<file path="config.mk">
export PLATFORM = sky130hd
export DESIGN_NAME = ram_dp_clr
export DESIGN_NICKNAME = d
export VERILOG_FILES = /design/src/rtl/ram_dp_clr.sv
export SDC_FILE = /design/constraint.sdc
export NUM_CORES = 1
export LEC_CHECK = 0
export BUFFER_PORTS_ARGS = -buffer_cell sky130_fd_sc_hd__buf_4
export CAP_MARGIN = 30
export CELL_PAD_IN_SITES_DETAIL_PLACEMENT = 1
export CELL_PAD_IN_SITES_GLOBAL_PLACEMENT = 1
export CORE_ASPECT_RATIO = 1.25
export CORE_UTILIZATION = 55
export DETAILED_ROUTE_END_ITERATION = 8
export PLACE_DENSITY = 0.84
export SYNTH_ARGS = -nofsm -noshare
export SYNTH_HDL_FRONTEND = slang
export SYNTH_SLANG_ARGS = --single-unit
</file>
<file path="constraint.sdc">
create_clock -name clk -period 5.7 [get_ports clk]
set_clock_uncertainty 0.05 [all_clocks]
set_input_delay 0.855 -clock clk [delete_from_list [all_inputs] [get_ports clk]]
set_output_delay 0.855 -clock clk [all_outputs]
set_load 0.02 [all_outputs]
</file>
<file path="src/rtl/ram_dp_clr.sv">
// Simple-dual-port synchronous RAM with per-byte write enables, selectable
// read-during-write behaviour and a sweep engine that zeroes the array.
module ram_dp_clr #(
  parameter int unsigned  DATA_WIDTH = 16,
  parameter int unsigned  ADDR_WIDTH = 4,
  parameter int unsigned  DEPTH      = 16,
  parameter int unsigned  RD_MODE    = 0,
  localparam int unsigned NUM_BYTES  = DATA_WIDTH / 8
) (
  input  logic                  clk,
  input  logic                  rst,
  input  logic                  clr,
  input  logic                  wr_enb,
  input  logic [NUM_BYTES-1:0]  wr_be,
  input  logic [ADDR_WIDTH-1:0] wr_addr,
  input  logic [DATA_WIDTH-1:0] wr_data,
  input  logic                  rd_enb,
  input  logic [ADDR_WIDTH-1:0] rd_addr,
  output logic [DATA_WIDTH-1:0] rd_data,
  output logic                  rd_valid,
  output logic                  busy
);

  localparam logic [ADDR_WIDTH:0]   DepthW   = (ADDR_WIDTH + 1)'(DEPTH);
  localparam logic [ADDR_WIDTH-1:0] LastAddr = ADDR_WIDTH'(DEPTH - 1);

  typedef enum logic [0:0] {StClear, StReady} state_e;

  state_e                state_q, state_d;
  logic [ADDR_WIDTH-1:0] clr_cnt_q, clr_cnt_d;
  logic [DATA_WIDTH-1:0] rd_data_q;
  logic                  rd_valid_q;

  logic [DATA_WIDTH-1:0] mem [DEPTH];

  logic                  access;
  logic                  wr_in_range, rd_in_range;
  logic                  wr_ok, collide;
  logic [DATA_WIDTH-1:0] old_word, merged_word, rd_word;

  always_comb begin
    state_d   = state_q;
    clr_cnt_d = clr_cnt_q;
    unique case (state_q)
      StClear: begin
        if (clr) begin
          clr_cnt_d = '0;
        end else if (clr_cnt_q == LastAddr) begin
          state_d = StReady;
        end else begin
          clr_cnt_d = clr_cnt_q + 1'b1;
        end
      end
      StReady: begin
        if (clr) begin
          state_d   = StClear;
          clr_cnt_d = '0;
        end
      end
    endcase
  end

  // clr wins over any access issued in the same cycle
  assign access      = (state_q == StReady) && !rst && !clr;
  assign wr_in_range = {1'b0, wr_addr} < DepthW;
  assign rd_in_range = {1'b0, rd_addr} < DepthW;
  assign wr_ok       = access && wr_enb && wr_in_range;
  assign collide     = wr_ok && (wr_addr == rd_addr);
  assign old_word    = rd_in_range ? mem[rd_addr] : '0;

  always_comb begin
    merged_word = old_word;
    for (int i = 0; i < int'(NUM_BYTES); i++) begin
      if (wr_be[i]) merged_word[8*i +: 8] = wr_data[8*i +: 8];
    end
  end

  assign rd_word = (RD_MODE == 1 && collide) ? merged_word : old_word;

  always_ff @(posedge clk) begin
    if (!rst) begin
      if (state_q == StClear) begin
        mem[clr_cnt_q] <= '0;
      end else if (wr_ok) begin
        for (int i = 0; i < int'(NUM_BYTES); i++) begin
          if (wr_be[i]) mem[wr_addr][8*i +: 8] <= wr_data[8*i +: 8];
        end
      end
    end
  end

  always_ff @(posedge clk) begin
    if (rst) begin
      state_q    <= StClear;
      clr_cnt_q  <= '0;
      rd_data_q  <= '0;
      rd_valid_q <= 1'b0;
    end else begin
      state_q   <= state_d;
      clr_cnt_q <= clr_cnt_d;
      if (state_q == StReady && clr) begin
        rd_data_q  <= '0;
        rd_valid_q <= 1'b0;
      end else if (access && rd_enb) begin
        rd_data_q  <= rd_word;
        rd_valid_q <= 1'b1;
      end else begin
        rd_valid_q <= 1'b0;
      end
    end
  end

  assign rd_data  = rd_data_q;
  assign rd_valid = rd_valid_q;
  assign busy     = (state_q == StClear);

endmodule

</file>
### Word-level counts from Yosys, hierarchy flattened

Memories as Yosys holds them, arrays and structs flattened. A register that Yosys moved wholly into a read port is not among the register bits.
Index checks and enable logic that the tools add are counted.
W data, S select, Z words.

| storage, ports and cells | value |
|---|---|
| bits in registers | 6 |
| bits in writable memories | 256 |
| input port bits | 31 |
| output and inout bits | 18 |
| logic and storage cells | 44 |
| memories | 1 |

Memories:

| name | words | width | rd ports | clocked after memory_dff | wr ports | RTL line | RTL |
|---|---|---|---|---|---|---|---|
| mem | 16 | 16 | 1 | 1 | 1 | 34 | `logic [DATA_WIDTH-1:0] mem [DEPTH];` |

| operators by class | value |
|---|---|
| $add $sub $neg | 1 |
| equality and inequality tests | 3 |
| muxes and demuxes | 25 |
| bitwise operators | 1 |
| reduce and logical (&&, ||, !) cells | 10 |

Operator list:

| operator | count |
|---|---|
| $mux W1 | 17 |
| $mux W16 | 1 |
| $mux W4 | 4 |
| $reduce_or A16 Y1 | 1 |
| $pmux W4 S2 | 1 |
| $logic_and A1 B1 Y1 | 5 |
| $add A4 B1 Y4 const B | 1 |
| $eq A4 B4 Y1 const B | 1 |
| $ne A3 B3 Y1 const B | 1 |
| $logic_not A1 Y1 | 2 |
| $mux W2 | 1 |
| $ne A2 B2 Y1 const B | 1 |
| $pmux W1 S2 | 1 |
| $reduce_and A2 Y1 | 1 |
| $reduce_or A2 Y1 | 1 |
| $not A1 Y1 | 1 |

### Logic depth before layout (Yosys ltp)

Gate-level depths: netlist of the first run.

| logic depth | value |
|---|---|
| word-level depth | 10 |
| mapped depth | 6 |

### Worst setup path before layout of the first run

OpenSTA, ideal clock, no wires.

| path | value |
|---|---|
| path kind | input to register |
| start | input port clr |
| end | memory mem[0][0], enable pin |
| library setup time | 0.388 ns |
| arrival time | 2.766 ns |
| required time | 5.262 ns |
| slack | 2.496 ns |
| stages on the path | 5 |
| cell sequence | or3b_1 buf_6 or4_1 buf_2 a221oi_1 |

| on the way | value |
|---|---|
| longest elaborated chain between the ends | 9 |

RTL lines:

| what | RTL line | RTL |
|---|---|---|
| start, declared | 12 | `input logic clr,` |
| $logic_not A1 Y1 * | 64 | `assign access = (state_q == StReady) && !rst && !clr;` |
| $logic_and A1 B1 Y1 * | 64 |  |
| $logic_and A1 B1 Y1 * | 67 | `assign wr_ok = access && wr_enb && wr_in_range;` |
| $mux W1 | 84 | `end else if (wr_ok) begin` |
| $mux W1 | 82 | `if (state_q == StClear) begin` |
| $mux W1 | 81 | `if (!rst) begin` |
| $mux W1 (not written as such) | 86 | `if (wr_be[i]) mem[wr_addr][8*i +: 8] <= wr_data[8*i +: 8];` |
| $reduce_or A16 Y1 (no line) | n/a |  |
| $mux W4 (no line) / $mux W2 (equally long branches) | n/a |  |
| end, declared | 34 |  |

Mark *: on every way between the ends. The rest lies on a longest branch, timed or not.

### Final worst setup path of the first run

| path | value |
|---|---|
| start | register state_q |
| end | memory mem[4][13], enable pin |

| on the way | value |
|---|---|
| longest elaborated chain between the ends | 9 |

RTL lines:

| what | RTL line | RTL |
|---|---|---|
| start, declared | 29 | `state_e state_q, state_d;` |
| start signal, assigned | 94 | `state_q <= StClear;` |
| start signal, assigned | 99 | `state_q <= state_d;` |
| $logic_and A1 B1 Y1 (2 in a row) | 64 |  |
| $logic_and A1 B1 Y1 | 67 |  |
| $mux W1 | 84 |  |
| $mux W1 | 82 |  |
| $mux W1 | 81 |  |
| $mux W1 (not written as such) | 86 |  |
| $reduce_or A16 Y1 (no line) | n/a |  |
| $mux W4 (no line) / $mux W2 (equally long branches) | n/a |  |

Parallel ways exist; a longest one is shown, timed or not.

==> results of run 1 <==
power by group:
group	switching (uW)	internal, uW	total, uW
Clock	731	1050	1780
Combinational	72.2	56.3	129
Sequential	5.19	2200	2210
sequential cells by signal, indices dropped and copies added (netlist names):
name	flops
mem	256
rd_data	16
clr_cnt_q	4
rd_valid	1
state_q	1
worst register-to-register path: stages, from the launching register on:
cell                       delay, ns
sky130_fd_sc_hd__dfxtp_1        0.52
sky130_fd_sc_hd__or3b_1         0.54
sky130_fd_sc_hd__or4_1          0.75
sky130_fd_sc_hd__a221oi_1       0.70
sky130_fd_sc_hd__clkbuf_2       0.30
logic make-up after synthesis:
kind of cell               count (synthesis)
buffers and inverters                     35
xor gates and xnor gates                   1
DFF                                      278
adders and majority gates                  1
AOI/OAI and AO/OA                         68
muxes                                     96
and+or+nand+nor                           61
layer usage:
metal / vias to the layer above / GRT usage (%)
met4: 0 / 9.572
met1: 3103 / 37.32
met5: - / 0
li1: 2480 / -
met3: 61 / 3.964
met2: 351 / 47.52
layout by cell type, fill, tap and decap left out, types with 2 or more instances in the layout:
cell,n
sky130_fd_sc_hd__clkinv_1,4
sky130_fd_sc_hd__nand4_1,2
sky130_fd_sc_hd__clkbuf_2,2
sky130_fd_sc_hd__nand4b_1,4
sky130_fd_sc_hd__nor2b_1,4
sky130_fd_sc_hd__clkbuf_1,8
sky130_fd_sc_hd__o21ai_0,2
sky130_fd_sc_hd__o221ai_1,16
sky130_fd_sc_hd__o211ai_1,2
sky130_fd_sc_hd__buf_4,67
sky130_fd_sc_hd__edfxtp_1,256
sky130_fd_sc_hd__or3_2,2
sky130_fd_sc_hd__nand3_1,2
sky130_fd_sc_hd__nand2_1,2
sky130_fd_sc_hd__a21oi_1,3
sky130_fd_sc_hd__inv_1,2
sky130_fd_sc_hd__mux2i_1,32
sky130_fd_sc_hd__and3_1,16
sky130_fd_sc_hd__a221oi_1,32
sky130_fd_sc_hd__bufinv_16,4
sky130_fd_sc_hd__nor2_1,4
sky130_fd_sc_hd__nand3b_1,19
sky130_fd_sc_hd__buf_2,13
sky130_fd_sc_hd__a21o_2,2
sky130_fd_sc_hd__o21ai_1,7
sky130_fd_sc_hd__mux4_2,64
sky130_fd_sc_hd__clkinv_2,4
sky130_fd_sc_hd__clkbuf_16,27
sky130_fd_sc_hd__or4_1,2
sky130_fd_sc_hd__dfxtp_1,22
metrics by stage:
| step | instance area, sq um | util (%) |
|---|---|---|
| finish | 12690 | 64.95 |
| global route | 12690 | 64.95 |
| CTS | 12620 | 64.58 |
| detailed placement | 11760 | 60.17 |
| global placement | 11700 | 59.88 |
| floorplan | 11030 | - |
area by class of cell:
class                      count  area share (%)
sequential                   278           64.04
clock buffer                  35           5.560
inverter                       2         0.05915
multi-input combinational    227           21.58
tap                          265           2.612
clock inverter                12           1.222
timing repair buffer          84           4.929
worst paths after layout:
check	endpoint	depth (start not counted)	slack, ns
worst min-delay path	rd_data[4]$_SDFFE_PP0P_	2	0.50
worst min register to register	rd_data[4]$_SDFFE_PP0P_	2	0.50
worst max register to register	mem[4][13]$_DFFE_PP_	4	2.56
worst max-delay path	mem[4][13]$_DFFE_PP_	4	2.56
==> metrics.txt, run 1 <==
dominant cell type by area after synthesis=sky130_fd_sc_hd__edfxtp_1; Hold Slack=0.5044 ns; multiplexer area fraction after synthesis=15.97%; total routing usage reported by global routing=27.98%; unrepaired setup endpoints after global routing=false; clk root buf=sky130_fd_sc_hd__clkbuf_16; setup violators final=0; path class of the lowest-slack min-delay path=reg -> reg; synthesized instance count=540; H-Tree Depth=1; area growth from synthesis to final layout=15.08%; pin count of the biggest net entering global routing=49; number of standard-cell rows in the floorplan=57; clock latency reported for the late side of the worst-skew pair=between 0.5 and 0.6 ns; number of clock buffers inserted by TritonCTS=26; DR DRC count=0; PnR worst setup slack=2.562 ns; IO Pins=49; Seq cells post-synth=278; transition time at the pin with the least slew margin=0.8673 ns; Max-slew headroom=41.79%; total via count after detailed routing=5,995; cell family with most CP delay=simple AND/OR/NAND/NOR gates; diodes inserted=0; Placer Congestion=0.9467; startpoint of the worst register-to-register path=state_q$_SDFF_PP0_; share of the synthesized area in compound gates (AO/OA/AOI/OAI)=4.935%; Met2 Routed Length=approximately 14,000 um; worst endpoint data arrival time=3.33 ns; Die ar.=0.02063 sq mm; total core area=around 0.020 sq mm; final-stage net count=approximately 650; Seq/Total Area, Yosys=73.69%; Multi-input gate area=0.002739 sq mm; worst path buffer plus inverter count=1; setup TNS=0 ns; number of distinct library cell variants in the gate-level netlist after synthesis=36; clock-pin slew reported for the worst setup and hold paths after clock tree synthesis=0.07 ns; non-filler cells in the finished layout=roughly 900; post-synthesis simple-gate area fraction=~3.7%; async set-reset flop share out of synthesis=0%; top area cells in the synthesized netlist=sky130_fd_sc_hd__edfxtp_1 70%, sky130_fd_sc_hd__mux4_2 13%, sky130_fd_sc_hd__dfxtp_1 4.0%, sky130_fd_sc_hd__mux2i_1 2.9%, sky130_fd_sc_hd__a221oi_1 2.5%; met3 wire length=~2000 um; routed metal-1 wirelength=between 10,000 and 15,000 um; PnR Total Power=4116 uW; post-cts resize count=0; top cell types by occurrence after synthesis=256 x sky130_fd_sc_hd__edfxtp_1, 64 x sky130_fd_sc_hd__mux4_2, 32 x sky130_fd_sc_hd__a221oi_1, 32 x sky130_fd_sc_hd__mux2i_1, 22 x sky130_fd_sc_hd__dfxtp_1; share of final-layout standard cells stronger than drive strength 1=29.94%; Fmax achieved=0.3187 GHz; Filler Cell Count=about 1,700; number of iterations in the first detailed-routing pass=5; number of warnings printed during yosys synthesis=0; average vias per placed instance=approximately 6.6; total instance count after detailed placement=846; Primary FF master, synth=sky130_fd_sc_hd__edfxtp_1; critical path launch point type=flop; Starting Density=56.44%; average size of a mapped cell=20.42 sq um; Leakage Power=roughly 0.0048 uW; clock tree from TritonCTS=built; peak fanout along the critical path=10; startpoint-to-endpoint class of the critical path=reg -> reg; Critical Path Slowest Stage Cell=sky130_fd_sc_hd__or4_1; type of destination of the critical path=flop; number of port buffers=48; share of Yosys cell area claimed by the top area cell type=69.70%; post-synthesis adder-cell area fraction=0.1134%; total nets after synthesis=between 500 and 600; final critical-path required period=3.138 ns; final hold violations=0; dominant cell by count in the synthesized netlist=sky130_fd_sc_hd__edfxtp_1; initial antenna violation count=0; maximum VDD drop=0.0002689 V; Mapped Area=approximately 0.011 sq mm; First DRT Iteration DRCs=859; Maximum Capacitance Violations=0; vias in the first global route=6,297; sequential cell area=0.008128 sq mm; DP Worst Slack=1.788 ns; total power density per cell area=324.3 mW/mm^2; cts-stage hold buffer count=0; uppermost layer routed=met4; number of synthesized flops with an enable pin=between 200 and 300; max incr delay on CP=0.75 ns; routed length per instance=30.45 um; start point of the critical path=state_q$_SDFF_PP0_; outcome=complete, no violations; cells along the critical path=or3b_1 > or4_1 > a221oi_1 > clkbuf_2; Clock Sinks=278; total global routing overflow=0; total count of max-transition violations in the final report=0; largest family of logic cells by synthesized area=multiplexers; die width=128.7 um; count of buffers added by post-CTS timing repair for setup=0; XOR/XNOR Fraction of Synth Area=0.07941%; DRT Wirelength=around 27,000 um; final antenna-violating net count=0; required time of the critical path=5.90 ns; launch point of the worst hold path=rd_data[4]$_SDFFE_PP0P_; Max Buffers Root-to-Sink=3; first-pass GRT wire length=41,070 um; fraction of the cycle the final worst path needs=between 50% and 60%; post-DP HPWL=17,780 um; die extent in y=between 150 and 200 um
(Power assumes the default switching activity.)
==> run 2: changes to the inputs <==
--- a/config.mk
+++ b/config.mk
@@ -5,14 +5,15 @@
 export SDC_FILE = /design/constraint.sdc
 export NUM_CORES = 1
 export LEC_CHECK = 0
+export ABC_AREA = 1
 export BUFFER_PORTS_ARGS = -buffer_cell sky130_fd_sc_hd__buf_4
 export CAP_MARGIN = 30
 export CELL_PAD_IN_SITES_DETAIL_PLACEMENT = 1
 export CELL_PAD_IN_SITES_GLOBAL_PLACEMENT = 1
 export CORE_ASPECT_RATIO = 1.25
-export CORE_UTILIZATION = 55
+export CORE_UTILIZATION = 48
 export DETAILED_ROUTE_END_ITERATION = 8
-export PLACE_DENSITY = 0.84
+export PLACE_DENSITY = 0.82
 export SYNTH_ARGS = -nofsm -noshare
 export SYNTH_HDL_FRONTEND = slang
 export SYNTH_SLANG_ARGS = --single-unit
==> constraint.sdc (replaced) <==
create_clock -name clk -period 2.9 [get_ports clk]
set_clock_uncertainty 0.05 [all_clocks]
set_input_delay 0.435 -clock clk [delete_from_list [all_inputs] [get_ports clk]]
set_output_delay 0.435 -clock clk [all_outputs]
set_load 0.02 [all_outputs]
==> run 2 against run 1 <==
  * Critical path depth grew 2
  * Sequential share of layout area shrank 6.2 points
  * Setup slack lost 2.1 ns
  * Worst hold slack lost 0.46 ns
  * Final area grew 11%
  * Cell count grew 86%
  * Critical path type unchanged
  * Critical endpoint is now mem[5][11]$_DFFE_PP_
  * Largest power group unchanged
==> metrics.txt, run 2 <==
Clock Sinks=278 (unchanged); H-Tree Depth=1 (unchanged); die width=144.2 um (+12%); worst endpoint data arrival time=2.58 ns (-0.75 ns); Register-to-Register Path Depth=6 (+2); combinational power share=5.1% (+2.0 points); Mapped Area=0.01213 sq mm (+10%); Leakage Power=0.006173 uW (+29%); First DRT Iteration DRCs=879 (+2.3%); reg-to-reg setup timing slack=0.46 ns (-2.11 ns); register with the most flip-flops=mem; count of buffers added by post-CTS timing repair for setup=0 (unchanged); final hold violations=0 (unchanged); setup TNS=0 ns (unchanged); Max Buffers Root-to-Sink=3 (unchanged); fraction of power consumed by sequential logic=51.5% (-2.2 points); Hold Path Cell Cnt=2 (unchanged); total global routing overflow=0 (unchanged); leading cell types in the layout, fill and taps excluded=436 x sky130_fd_sc_hd__nand2_1, 256 x sky130_fd_sc_hd__edfxtp_1, 191 x sky130_fd_sc_hd__inv_1; Largest register FFs=256 (unchanged); unrepaired setup endpoints after global routing=false; number of clock buffers inserted by TritonCTS=27 (+3.8%); pin count of the biggest net entering global routing=110 (+120%); Placer Congestion=0.8650 (-8.6%); non-filler cells in the finished layout=1,677 (+86%); type of destination of the critical path=flop; area growth from synthesis to final layout=15.91%; path class of the lowest-slack min-delay path=in -> reg; peak fanout along the critical path=10 (unchanged); Sw Share=22.33% (+2.7 points); required time of the critical path=3.03 ns (-2.87 ns); share of final-layout standard cells stronger than drive strength 1=12.18% (-18 points); launch point of the worst hold path=rst; share of total power in the clock network=43.4% (+0.2 points); Seq/Total Area, Yosys=66.98% (-6.7 points); final critical-path required period=2.444 ns (-0.6935 ns); die extent in y=179.8 um (+12%); transition time at the pin with the least slew margin=0.7105 ns (-0.1568 ns); number of warnings printed during yosys synthesis=0 (unchanged); cts-stage hold buffer count=0 (unchanged); Starting Density=49.20% (-7.2 points); post-cts resize count=0 (unchanged); startpoint-to-endpoint class of the critical path=reg -> reg; async set-reset flop share out of synthesis=0% (unchanged); number of synthesized flops with an enable pin=256 (unchanged); number of distinct library cell variants in the gate-level netlist after synthesis=20 (-44%); Internal Dissipation=6554 uW (+98%); number of iterations in the first detailed-routing pass=5 (unchanged); synthesized instance count=1,246 (+130%); total routing usage reported by global routing=28.17% (+0.19 points); Die ar.=0.02592 sq mm (+26%); top cell types by occurrence after synthesis=436 x sky130_fd_sc_hd__nand2_1, 256 x sky130_fd_sc_hd__edfxtp_1, 192 x sky130_fd_sc_hd__inv_1; clock-pin slew reported for the worst setup and hold paths after clock tree synthesis=0.07 ns (about the same); routed length per instance=20.83 um (-32%); clk root buf=sky130_fd_sc_hd__clkbuf_16; dominant cell by count in the synthesized netlist=sky130_fd_sc_hd__nand2_1; total nets after synthesis=1,278 (+120%); Fmax achieved=0.4091 GHz (+28%); DRT Wirelength=34,940 um (+27%); clock latency reported for the late side of the worst-skew pair=0.55 ns (about the same); startpoint of the worst register-to-register path=state_q$_SDFF_PP0_; endpoint of the lowest-slack register-to-register path=mem[5][11]$_DFFE_PP_; final-stage net count=1,358 (+110%); setup violators final=0 (unchanged); outcome=complete, no violations; share of Yosys cell area claimed by the top area cell type=63.35% (-6.3 points); Primary FF master, synth=sky130_fd_sc_hd__edfxtp_1; end point of the most critical hold path=state_q$_SDFF_PP0_; initial antenna violation count=0 (unchanged); average size of a mapped cell=9.738 sq um (-52%); number of port buffers=48 (unchanged); total count of max-transition violations in the final report=0 (unchanged); IO Pins=49 (unchanged); first-pass GRT wire length=54,580 um (+33%); vias in the first global route=9,806 (+56%); final antenna-violating net count=0 (unchanged); dominant cell type by area after synthesis=sky130_fd_sc_hd__edfxtp_1; net switching component of the power=1885 uW (+130%); most common cell after layout, fill and taps aside=sky130_fd_sc_hd__nand2_1; Seq cells post-synth=278 (unchanged); DR DRC count=0 (unchanged); fraction of the cycle the final worst path needs=84.29% (+29 points); number of standard-cell rows in the floorplan=64 (+12%); post-DP HPWL=22,760 um (+28%); Max-slew headroom=52.58% (+11 points); clock tree from TritonCTS=built; total core area=0.02466 sq mm (+26%); total power density per cell area=600.0 mW/mm^2 (+85%); average vias per placed instance=5.445 (-18%); total instance count after detailed placement=1,627 (+92%); total via count after detailed routing=9,132 (+52%); Maximum Capacitance Violations=0 (unchanged); maximum VDD drop=0.0004531 V (+69%); diodes inserted=0 (unchanged); top area cells in the synthesized netlist=sky130_fd_sc_hd__edfxtp_1 63%, sky130_fd_sc_hd__nand2_1 13%, sky130_fd_sc_hd__nand3_1 7.7%, sky130_fd_sc_hd__inv_1 5.9%, sky130_fd_sc_hd__dfxtp_1 3.6%; critical path launch point type=flop
[run 2: cell count changes after synthesis, sizes merged, moves of 6 or more]
cell / before / now
a21oi: 3 / 18
a221oi: 32 / 0
and3: 16 / 0
buf: 18 / 45
inv: 2 / 194
mux2i: 32 / 0
mux4: 64 / 0
nand2: 2 / 437
nand3: 2 / 187
nand3b: 19 / 0
nor2: 4 / 63
o21ai: 10 / 4
o221ai: 16 / 0
[run 2: final cells by class]
cell class / instances / area (sq um)
clock buffer: 28 / 679.4
clock inverter: 22 / 244.0
fill: 2805 / 10600
inverter: 195 / 734.5
multi-input combinational: 715 / 3010
sequential: 278 / 8128
tap: 330 / 412.9
timing repair buffer: 109 / 855.8
[run 2: kinds of logic after synthesis]
kind of cell / count (synthesis) / share of synthesized area (%)
simple gates: 691 / 23.74
flops: 278 / 66.98
fa+ha+maj: 1 / 0.1031
compound gates: 23 / 0.9693
buf+inv: 253 / 8.208
[run 2: power by group through the flow]
stage	Sequential [uW]	Combinational, uW	Clock (uW)
after floorplan	4430	264	0
after global placement	4430	408	0
after detailed placement	4430	427	0
after CTS	4340	432	3690
after global routing	4340	473	3810
final	4340	434	3660
[run 2: worst max path at each step]
stage	startpoint	depth (start not counted)	slack [ns]	to
floorplan	clr	7	0.85	mem[0][0]$_DFFE_PP_
global placement	clr	8	0.39	mem[5][10]$_DFFE_PP_
detailed placement	clr	8	0.30	mem[5][13]$_DFFE_PP_
CTS	state_q$_SDFF_PP0_	6	0.50	mem[5][11]$_DFFE_PP_
global route	state_q$_SDFF_PP0_	6	0.37	mem[5][11]$_DFFE_PP_
finish	state_q$_SDFF_PP0_	6	0.46	mem[5][11]$_DFFE_PP_
[run 2: critical path, stage by stage (launching register included)]
cell                      delay (ns)
sky130_fd_sc_hd__dfxtp_1        0.52
sky130_fd_sc_hd__nand4_4        0.26
sky130_fd_sc_hd__nand3_1        0.17
sky130_fd_sc_hd__nand2_1        0.09
sky130_fd_sc_hd__nor2_1         0.28
sky130_fd_sc_hd__nand2_1        0.18
sky130_fd_sc_hd__nor2_1         0.53
[run 2: through the flow]
step / area, sq um / setup WS [ns] / util, % / total power, uW / hold slack [ns]
2_1_floorplan: 12130 / 0.8528 / - / 4691 / 0.4333
3_3_place_gp: 13140 / 0.3929 / 53.28 / 4837 / 0.4688
3_5_place_dp: 13140 / 0.3010 / 53.28 / 4857 / 0.4812
4_1_cts: 14060 / 0.5037 / 57.03 / 8461 / 0.03317
5_1_grt: 14060 / 0.3694 / 57.03 / 8627 / 0.05685
6_report: 14060 / 0.4555 / 57.03 / 8439 / 0.04797
[run 2: metal layers]
| metal | GRT usage (%) | part of all wire, % | vias to the layer above |
|---|---|---|---|
| li1 | - | - | 4158 |
| met1 | 34.94 | 39 | 4490 |
| met2 | 49.12 | 51 | 373 |
| met3 | 3.063 | 5.2 | 111 |
| met4 | 12.55 | 4.5 | 0 |
| met5 | 0 | 0 | - |
